===== src/rtl/wb_commit_unit_pkg.sv =====
// Shared types for the multi-lane writeback/commit stage and its trace FIFO.
package wb_commit_unit_pkg;

   localparam int XLEN_DEF = 32;

   typedef logic [XLEN_DEF-1:0] UIntX;
   typedef logic [4:0]          UInt5;
   typedef logic [63:0]         UInt64;

   typedef struct packed {
      UIntX pc;
      UInt5 rd;
      UIntX wdata;
   } trace_entry_t;

   localparam UIntX REG_INIT_DEF = '1;

endpackage


===== src/rtl/wb_commit_unit_if.sv =====
// Commit-lane inputs and trace-port handshake of the commit unit.
interface wb_commit_unit_if #(
   parameter int XLEN   = 32,
   parameter int NLANES = 2
);
   logic [NLANES-1:0]      lane_valid;
   logic [NLANES*XLEN-1:0] lane_pc;
   logic [NLANES-1:0]      lane_rf_wen;
   logic [NLANES*5-1:0]    lane_rd;
   logic [NLANES*XLEN-1:0] lane_wdata;

   logic                   trace_valid;
   logic                   trace_ready;
   logic [XLEN-1:0]        trace_pc;
   logic [4:0]             trace_rd;
   logic [XLEN-1:0]        trace_wdata;

   modport master (
      output lane_valid, lane_pc, lane_rf_wen, lane_rd, lane_wdata, trace_ready,
      input  trace_valid, trace_pc, trace_rd, trace_wdata
   );

   modport slave (
      input  lane_valid, lane_pc, lane_rf_wen, lane_rd, lane_wdata, trace_ready,
      output trace_valid, trace_pc, trace_rd, trace_wdata
   );
endinterface


===== src/rtl/wb_commit_unit_trace_fifo_mw.sv =====
// Multi-write, single-read FIFO: up to NLANES pushes per cycle in lane order,
// one pop per cycle; lanes beyond the free space are refused.
module trace_fifo_mw
   import wb_commit_unit_pkg::*;
#(
   parameter int  DEPTH   = 8,
   parameter int  NLANES  = 2,
   parameter type entry_t = trace_entry_t,
   localparam int AW      = $clog2(DEPTH)
) (
   input  logic              clk,
   input  logic              reset,
   input  logic [NLANES-1:0] push_valid,
   input  entry_t            push_data [NLANES],
   output logic              head_valid,
   input  logic              head_ready,
   output entry_t            head_data,
   output logic [AW:0]       free_count,
   output logic [AW:0]       accepted
);
   localparam logic [AW:0] DEPTH_C = (AW+1)'(DEPTH);

   entry_t            mem [DEPTH];
   logic [AW-1:0]     wr_ptr;
   logic [AW-1:0]     rd_ptr;
   logic [AW:0]       occ;
   logic              pop;
   logic [NLANES-1:0] wr_en;
   logic [AW-1:0]     wr_idx [NLANES];
   logic [AW:0]       slot;

   assign head_valid = (occ != '0);
   assign pop        = head_valid & head_ready;
   assign head_data  = mem[rd_ptr];
   // A pop this cycle frees its slot for this cycle's pushes.
   assign free_count = DEPTH_C - occ + (AW+1)'(pop);

   always_comb begin
      slot   = '0;
      wr_en  = '0;
      wr_idx = '{default: '0};
      for (int i = 0; i < NLANES; i++) begin
         wr_idx[i] = wr_ptr + slot[AW-1:0];
         if (push_valid[i] && (slot < free_count)) begin
            wr_en[i] = 1'b1;
            slot     = slot + (AW+1)'(1);
         end
      end
      accepted = slot;
   end

   always_ff @(posedge clk or posedge reset) begin
      if (reset) begin
         wr_ptr <= '0;
         rd_ptr <= '0;
         occ    <= '0;
      end else begin
         wr_ptr <= wr_ptr + accepted[AW-1:0];
         rd_ptr <= rd_ptr + AW'(pop);
         occ    <= occ + accepted - (AW+1)'(pop);
      end
   end

   always_ff @(posedge clk) begin
      for (int i = 0; i < NLANES; i++) begin
         if (wr_en[i]) mem[wr_idx[i]] <= push_data[i];
      end
   end

endmodule


===== src/rtl/wb_commit_unit.sv =====
// Multi-lane commit stage: merges lane writes into the register file, keeps
// cycle/retire counters with a halt limit, and traces every retired lane.
module wb_commit_unit
   import wb_commit_unit_pkg::*;
#(
   parameter int              XLEN        = 32,
   parameter int              NLANES      = 2,
   parameter int              TRACE_DEPTH = 8,
   parameter logic [XLEN-1:0] REG_INIT    = {XLEN{1'b1}}
) (
   input  logic               clk,
   input  logic               reset,
   wb_commit_unit_if.slave    bus,
   input  UInt64              end_inst_count,
   output logic [32*XLEN-1:0] regfile,
   output UInt64              clock_count,
   output UInt64              inst_count,
   output logic               halt_req,
   output logic               trace_overflow,
   output logic [31:0]        trace_drop_count
);
   localparam int AW = $clog2(TRACE_DEPTH);

   typedef struct packed {
      logic [XLEN-1:0] pc;
      UInt5            rd;
      logic [XLEN-1:0] wdata;
   } lane_entry_t;

   logic [XLEN-1:0]   lane_pc    [NLANES];
   logic [XLEN-1:0]   lane_wdata [NLANES];
   UInt5              lane_rd    [NLANES];
   logic [NLANES-1:0] lane_wen;
   lane_entry_t       push_data  [NLANES];
   lane_entry_t       head;
   logic              head_valid;
   logic [AW:0]       free_count;
   logic [AW:0]       accepted;
   logic [AW:0]       n_valid;
   logic [AW:0]       n_drop;
   logic [XLEN-1:0]   rf_q [32];

   function automatic logic [31:0] sat_add32(input logic [31:0] a, input logic [31:0] b);
      logic [32:0] s;
      s = {1'b0, a} + {1'b0, b};
      return s[32] ? 32'hFFFF_FFFF : s[31:0];
   endfunction

   for (genvar i = 0; i < NLANES; i++) begin : g_lane
      assign lane_pc[i]    = bus.lane_pc[i*XLEN +: XLEN];
      assign lane_wdata[i] = bus.lane_wdata[i*XLEN +: XLEN];
      assign lane_rd[i]    = bus.lane_rd[i*5 +: 5];
      assign lane_wen[i]   = bus.lane_valid[i] & bus.lane_rf_wen[i] & (lane_rd[i] != 5'd0);
      assign push_data[i]  = '{pc:    lane_pc[i],
                               rd:    lane_wen[i] ? lane_rd[i] : 5'd0,
                               wdata: lane_wen[i] ? lane_wdata[i] : '0};
   end

   always_comb begin
      n_valid = '0;
      for (int i = 0; i < NLANES; i++) n_valid = n_valid + (AW+1)'(bus.lane_valid[i]);
      n_drop = n_valid - accepted;
   end

   trace_fifo_mw #(
      .DEPTH   (TRACE_DEPTH),
      .NLANES  (NLANES),
      .entry_t (lane_entry_t)
   ) u_trace (
      .clk        (clk),
      .reset      (reset),
      .push_valid (bus.lane_valid),
      .push_data  (push_data),
      .head_valid (head_valid),
      .head_ready (bus.trace_ready),
      .head_data  (head),
      .free_count (free_count),
      .accepted   (accepted)
   );

   assign bus.trace_valid = head_valid;
   assign bus.trace_pc    = head.pc;
   assign bus.trace_rd    = head.rd;
   assign bus.trace_wdata = head.wdata;

   // Lanes are applied oldest first so the youngest write to a shared rd lands last.
   always_ff @(posedge clk or posedge reset) begin
      if (reset) begin
         rf_q[0] <= '0;
         for (int j = 1; j < 32; j++) rf_q[j] <= REG_INIT;
      end else begin
         for (int i = 0; i < NLANES; i++) begin
            if (lane_wen[i]) rf_q[lane_rd[i]] <= lane_wdata[i];
         end
      end
   end

   for (genvar j = 0; j < 32; j++) begin : g_rf
      assign regfile[j*XLEN +: XLEN] = rf_q[j];
   end

   always_ff @(posedge clk or posedge reset) begin
      if (reset) begin
         clock_count      <= '0;
         inst_count       <= '0;
         halt_req         <= 1'b0;
         trace_overflow   <= 1'b0;
         trace_drop_count <= '0;
      end else begin
         clock_count      <= clock_count + 64'd1;
         inst_count       <= inst_count + 64'(n_valid);
         if ((end_inst_count != '0) && (inst_count >= end_inst_count)) halt_req <= 1'b1;
         if (n_valid > free_count) trace_overflow <= 1'b1;
         trace_drop_count <= sat_add32(trace_drop_count, 32'(n_drop));
      end
   end

`ifdef XZSTOP
`ifndef WB_FINISH
`define WB_FINISH $finish
`endif
   always @(posedge clk) begin
      if (!reset) begin
         for (int i = 0; i < NLANES; i++) begin
            if (lane_wen[i] && $isunknown(lane_wdata[i])) begin
               $display("wbcommit: X/Z write data at pc %h", lane_pc[i]);
               `WB_FINISH;
            end
`ifdef PRINT_DEBUGINFO
            if (bus.lane_valid[i]) begin
               $display("data,wbcommit.valid,%%d,%0d", bus.lane_valid[i]);
               $display("data,wbcommit.pc,%%x,%h", lane_pc[i]);
               $display("data,wbcommit.rd,%%d,%0d", push_data[i].rd);
               $display("data,wbcommit.data,%%x,%h", push_data[i].wdata);
               $display("data,wbcommit.inst_count,%%d,%0d", inst_count);
            end
`endif
         end
      end
   end
`endif

endmodule


===== src/flat_wrapper.sv =====
// flat-port wrapper written by rule: the top's interface ports become plain ports
module wb_commit_unit_flat import wb_commit_unit_pkg::*;
#(
   parameter int              XLEN        = 32,
   parameter int              NLANES      = 2,
   parameter int              TRACE_DEPTH = 8,
   parameter logic [XLEN-1:0] REG_INIT    = {XLEN{1'b1}}
)
  (clk, reset, end_inst_count, regfile, clock_count, inst_count, halt_req, trace_overflow, trace_drop_count, bus_lane_valid, bus_lane_pc, bus_lane_rf_wen, bus_lane_rd, bus_lane_wdata, bus_trace_ready, bus_trace_valid, bus_trace_pc, bus_trace_rd, bus_trace_wdata);
  wb_commit_unit_if #(.XLEN(XLEN), .NLANES(NLANES)) bus_i ();
  input  logic clk;
  input  logic reset;
  input  UInt64 end_inst_count;
  output logic [32*XLEN-1:0] regfile;
  output UInt64 clock_count;
  output UInt64 inst_count;
  output logic halt_req;
  output logic trace_overflow;
  output logic [31:0] trace_drop_count;
  input wire logic [$bits(bus_i.lane_valid)-1:0] bus_lane_valid;
  input wire logic [$bits(bus_i.lane_pc)-1:0] bus_lane_pc;
  input wire logic [$bits(bus_i.lane_rf_wen)-1:0] bus_lane_rf_wen;
  input wire logic [$bits(bus_i.lane_rd)-1:0] bus_lane_rd;
  input wire logic [$bits(bus_i.lane_wdata)-1:0] bus_lane_wdata;
  input wire logic [$bits(bus_i.trace_ready)-1:0] bus_trace_ready;
  output wire logic [$bits(bus_i.trace_valid)-1:0] bus_trace_valid;
  output wire logic [$bits(bus_i.trace_pc)-1:0] bus_trace_pc;
  output wire logic [$bits(bus_i.trace_rd)-1:0] bus_trace_rd;
  output wire logic [$bits(bus_i.trace_wdata)-1:0] bus_trace_wdata;
  assign bus_i.lane_valid = bus_lane_valid;
  assign bus_i.lane_pc = bus_lane_pc;
  assign bus_i.lane_rf_wen = bus_lane_rf_wen;
  assign bus_i.lane_rd = bus_lane_rd;
  assign bus_i.lane_wdata = bus_lane_wdata;
  assign bus_i.trace_ready = bus_trace_ready;
  assign bus_trace_valid = bus_i.trace_valid;
  assign bus_trace_pc = bus_i.trace_pc;
  assign bus_trace_rd = bus_i.trace_rd;
  assign bus_trace_wdata = bus_i.trace_wdata;
  wb_commit_unit #(.XLEN(XLEN), .NLANES(NLANES), .TRACE_DEPTH(TRACE_DEPTH), .REG_INIT(REG_INIT)) u_core (.clk(clk), .reset(reset), .bus(bus_i), .end_inst_count(end_inst_count), .regfile(regfile), .clock_count(clock_count), .inst_count(inst_count), .halt_req(halt_req), .trace_overflow(trace_overflow), .trace_drop_count(trace_drop_count));
endmodule

===== config.mk =====
export PLATFORM = sky130hd
export DESIGN_NAME = wb_commit_unit_flat
export DESIGN_NICKNAME = d
export VERILOG_FILES = /design/src/rtl/wb_commit_unit_pkg.sv /design/src/rtl/wb_commit_unit_if.sv /design/src/rtl/wb_commit_unit_trace_fifo_mw.sv /design/src/rtl/wb_commit_unit.sv /design/src/flat_wrapper.sv
export SDC_FILE = /design/constraint.sdc
export NUM_CORES = 2
export LEC_CHECK = 0
export ABC_AREA = 1
export ABC_CLOCK_PERIOD_IN_PS = 74500
export BUFFER_PORTS_ARGS = -buffer_cell sky130_fd_sc_hd__buf_2
export CORE_AREA = 2 2 574 576
export DETAILED_ROUTE_END_ITERATION = 16
export DIE_AREA = 0 0 576 578
export SETUP_SLACK_MARGIN = 0.4
export SKIP_LAST_GASP = 1
export SLEW_MARGIN = 20
export SYNTH_ARGS = -nofsm -noshare
export SYNTH_HDL_FRONTEND = slang
export SYNTH_HIERARCHICAL = 1
export SYNTH_SLANG_ARGS = --single-unit

===== constraint.sdc =====
create_clock -name clk -period 74.5 [get_ports clk]
set_clock_uncertainty 0.2 [all_clocks]
set_input_delay 7.45 -clock clk [delete_from_list [all_inputs] [get_ports clk]]
set_output_delay 7.45 -clock clk [all_outputs]
set_load 0.01 [all_outputs]

==> flow_summary.yaml <==
run_status:
  outcome: "finished clean"
timing:
  drv_slew: 0
  timing.final.crit_share_pct: 16.6
  relSlewSlack_pct: 15.2
  worstMarginPinSlew_ns: 1.27
  timing.setup.tns_ns: 0
  clock.fmax_ghz: 0.0807
  hold_violations: 0
  min_period_ns: 12.39
  setup_viol: 0
  rsz0062_at_grt: "no"
power_and_ir_drop:
  p_per_area_nw_per_um2: 37.0
  p_leak_nw: 48.0
  vdd_ir_drop_max_mv: 0.0492
floorplan:
  dieArea_sq_um: 333000
  start_util_pct: 28.0
  fp.dieW_microns: 576
  core_sq_um: 326000
  ios: 1465
  row_count: 210
  die_y_microns: 578
setup_path:
  rrSetupSlack_ns: 68.26
  r2r-start: "u_core/u_trace/occ[2]"
  path_max_fanout: 82
  rr_endpoint: "u_core/u_trace/mem[5][65]"
  path_class: "reg -> out"
  crit_required_ns: 66.85
  start_kind: "flop"
  critical_path_arrival_ns: 4.74
  r2r.worst_path.cells: 21
  endpoint_kind: "primary output"
yosys:
  ys_seq_area_share_pct: 52.3
  ys_async_sr_fraction_pct: 68.4
  synth_edf_count: 552
  synthFlopType: "dfstp_2"
  synthCells: 10900
  postSynthAreaPerCell_sq_um: 8.39
  synth_warnings: 6
  ys_ff_latch: 1748
  synth_cell_types: 46
  synth_area_sq_um: 91400
clock_tree:
  ctsResizeCount: 0
  clk_path_buf_depth: 4
  cts_buffers: 209
  clk_latency_ns: 0.92
  holdBufCountCts: 0
  post_cts_buffers: 0
  cts_root_buf: "clkbuf_16"
  h-tree-depth: 4
  path_clk_slew_ns: 0.06
  clock-sinks: 1748
  cts_tree: "done"
min_path:
  hp-class: "reg -> reg"
  hold_depth: 0
  whs_endpoint: "u_core/regfile[28]"
  hp-start: "u_core/regfile[28]"
routing:
  viasPerCell: 5.51
  routedWlPerCell_microns: 31.8
  routed_wl_microns: 518000
  drt_pass1_iterations: 6
  post-route-drc-count: 0
  drtAntennaViolNets: 0
  vias: 89800
  drt_iter0_markers: 11800
global_route:
  first_global_vias: 82900
  antenna_found_initial: 59
  gr-total-overflow: 0
  grt_pass1_wl_microns: 698000
  track_usage_pct: 29.7
  grt_max_degree: 229
placed_design:
  post-dp-hpwl_microns: 351000
  place_area_sq_um: 102000
  gp_congestion: 0.923
  portBuffers: 1464
finish:
  syn_to_final_growth_pct: 19.5
  layout-drive-gt1-share_pct: 27.2
  finalInstanceArea_sq_um: 109000
  final_nets: 12000
job:
  drv_cap: 0
==> power by group <==
group / internal (mW) / switching [mW]
sequential: 1.38 / 0.142
clock: 0.624 / 0.468
combinational: 0.384 / 1.04
==> cells in the final DEF, fill, tap and decap left out, types with 30 or more instances in the layout <==
master | netlist | final
clkinv_2 | 0 | 52
clkbuf_8 | 0 | 31
ha_1 | 90 | 90
nor2_2 | 24 | 30
xor2_1 | 84 | 84
a21oi_1 | 311 | 311
o211ai_1 | 97 | 97
dfrtp_1 | 204 | 201
xnor2_1 | 53 | 53
clkinv_1 | 23 | 40
a22oi_1 | 123 | 123
clkbuf_16 | 0 | 211
edfxtp_1 | 552 | 552
nor3_1 | 172 | 168
diode_2 | 0 | 33
inv_1 | 572 | 565
buf_4 | 82 | 257
dfstp_2 | 992 | 992
nand3_1 | 489 | 465
o21ai_1 | 138 | 138
a31oi_1 | 379 | 379
nor4_1 | 30 | 30
o22ai_1 | 210 | 210
nand2_1 | 2265 | 2250
clkbuf_1 | 634 | 30
nor2_1 | 1330 | 1309
buf_2 | 325 | 1463
nand4_1 | 615 | 615
o21ai_0 | 911 | 903
==> kinds of logic (layout without fill, tap and decap cells) <==
logic type	after synthesis	after routing	synth area share (%)
AO/OA/AOI/OAI	2207	2207	13.6
XOR/XNOR	137	137	1.31
adder cells (fa/ha/maj)	95	95	1.34
buffers and inverters	1718	2739	7.89
flip-flops	1748	1748	52.3
other	1	35	0.00410
AND/OR/NAND/NOR	4986	4986	23.6
==> through the flow <==
step	setup WS [ns]	utilization, %	hold WS (ns)	cells	total power [mW]
floorplan	35.08	-	0.277	10900	2.29
global placement	61.50	31.2	0.160	15900	2.91
detailed placement	61.53	31.2	0.160	15900	2.93
CTS	62.13	33.4	0.174	16300	4.03
global route	61.88	33.4	0.179	16300	4.20
finish	62.11	33.5	0.170	16300	4.04
==> cell type report <==
class                      count  area (sq um)
fill                       34000        217000
sequential                  1748         47800
multi-input combinational   7427         37000
timing repair buffer        1733          9500
clock buffer                 273          5830
tap                         4346          5440
inverter                     619          2340
clock inverter               114          1290
antenna                       33          82.6
==> state kept, by name (all words and copies together) (netlist names), 3 cells and up <==
name and flops:
u_core/u_trace/occ 4, u_core/regfile 1024, u_core/u_trace/wr_ptr 3, u_core/inst_count 64, u_core/clock_count 64, u_core/u_trace/rd_ptr 3
u_core/trace_drop_count 32, u_core/u_trace/mem 552
==> cell usage after synthesis (5+ instances only) <==
master / number / area share, %
xnor2_1: 53 / 0.51
buf_6: 6 / 0.074
o21ai_1: 138 / 0.76
inv_1: 572 / 2.3
buf_2: 325 / 1.8
or2_2: 15 / 0.10
fa_1: 5 / 0.11
buf_1: 52 / 0.21
buf_4: 82 / 0.67
a21oi_1: 311 / 1.7
clkbuf_1: 634 / 2.6
nand4_1: 615 / 4.2
nor2_2: 24 / 0.16
a22oi_1: 123 / 1.0
nor3_1: 172 / 0.94
o22ai_1: 210 / 1.4
o211ai_1: 97 / 0.80
clkinv_1: 23 / 0.094
nand3_2: 12 / 0.13
nand2_1: 2265 / 9.3
nor2_4: 12 / 0.15
dfstp_2: 992 / 29
a221oi_1: 27 / 0.26
nand3b_1: 6 / 0.049
inv_2: 24 / 0.099
nor4_1: 30 / 0.21
ha_1: 90 / 1.2
nor2_1: 1330 / 5.5
o21ai_0: 911 / 5.0
dfrtp_1: 204 / 5.6
edfxtp_1: 552 / 18
a211oi_1: 8 / 0.066
xor2_1: 84 / 0.81
a31oi_1: 379 / 2.6
nand3_1: 489 / 2.7
==> worst max path at each step <==
stage               cells past startpoint                     start                     endpoint
finish                                  7  u_core/u_trace/rd_ptr[1]          bus_trace_wdata[16]
global route                            7  u_core/u_trace/rd_ptr[1]          bus_trace_wdata[20]
CTS                                     7  u_core/u_trace/rd_ptr[1]          bus_trace_wdata[16]
detailed placement                     23           bus_trace_ready  u_core/trace_drop_count[21]
global placement                       23           bus_trace_ready  u_core/trace_drop_count[21]
floorplan                               1                     reset        u_core/clock_count[0]
==> worst max-delay path: stages (launching register included) <==
cell and delay [ns]:
dfrtp_4 0.98, buf_4 0.87, buf_4 0.83, o21ai_0 0.21, o21ai_1 0.20, nand2_1 0.07
nand2_1 0.37, buf_2 0.22
==> metal layers <==
| metal | up-vias | wire length [microns] | track usage (%) |
|---|---|---|---|
| li1 | 38900 | - | - |
| met1 | 43900 | 197000 | 37.0 |
| met2 | 5758 | 233000 | 46.9 |
| met3 | 1267 | 53700 | 7.79 |
| met4 | 14 | 34300 | 16.4 |
| met5 | - | 97 | 0 |
(Power assumes the default switching activity.)
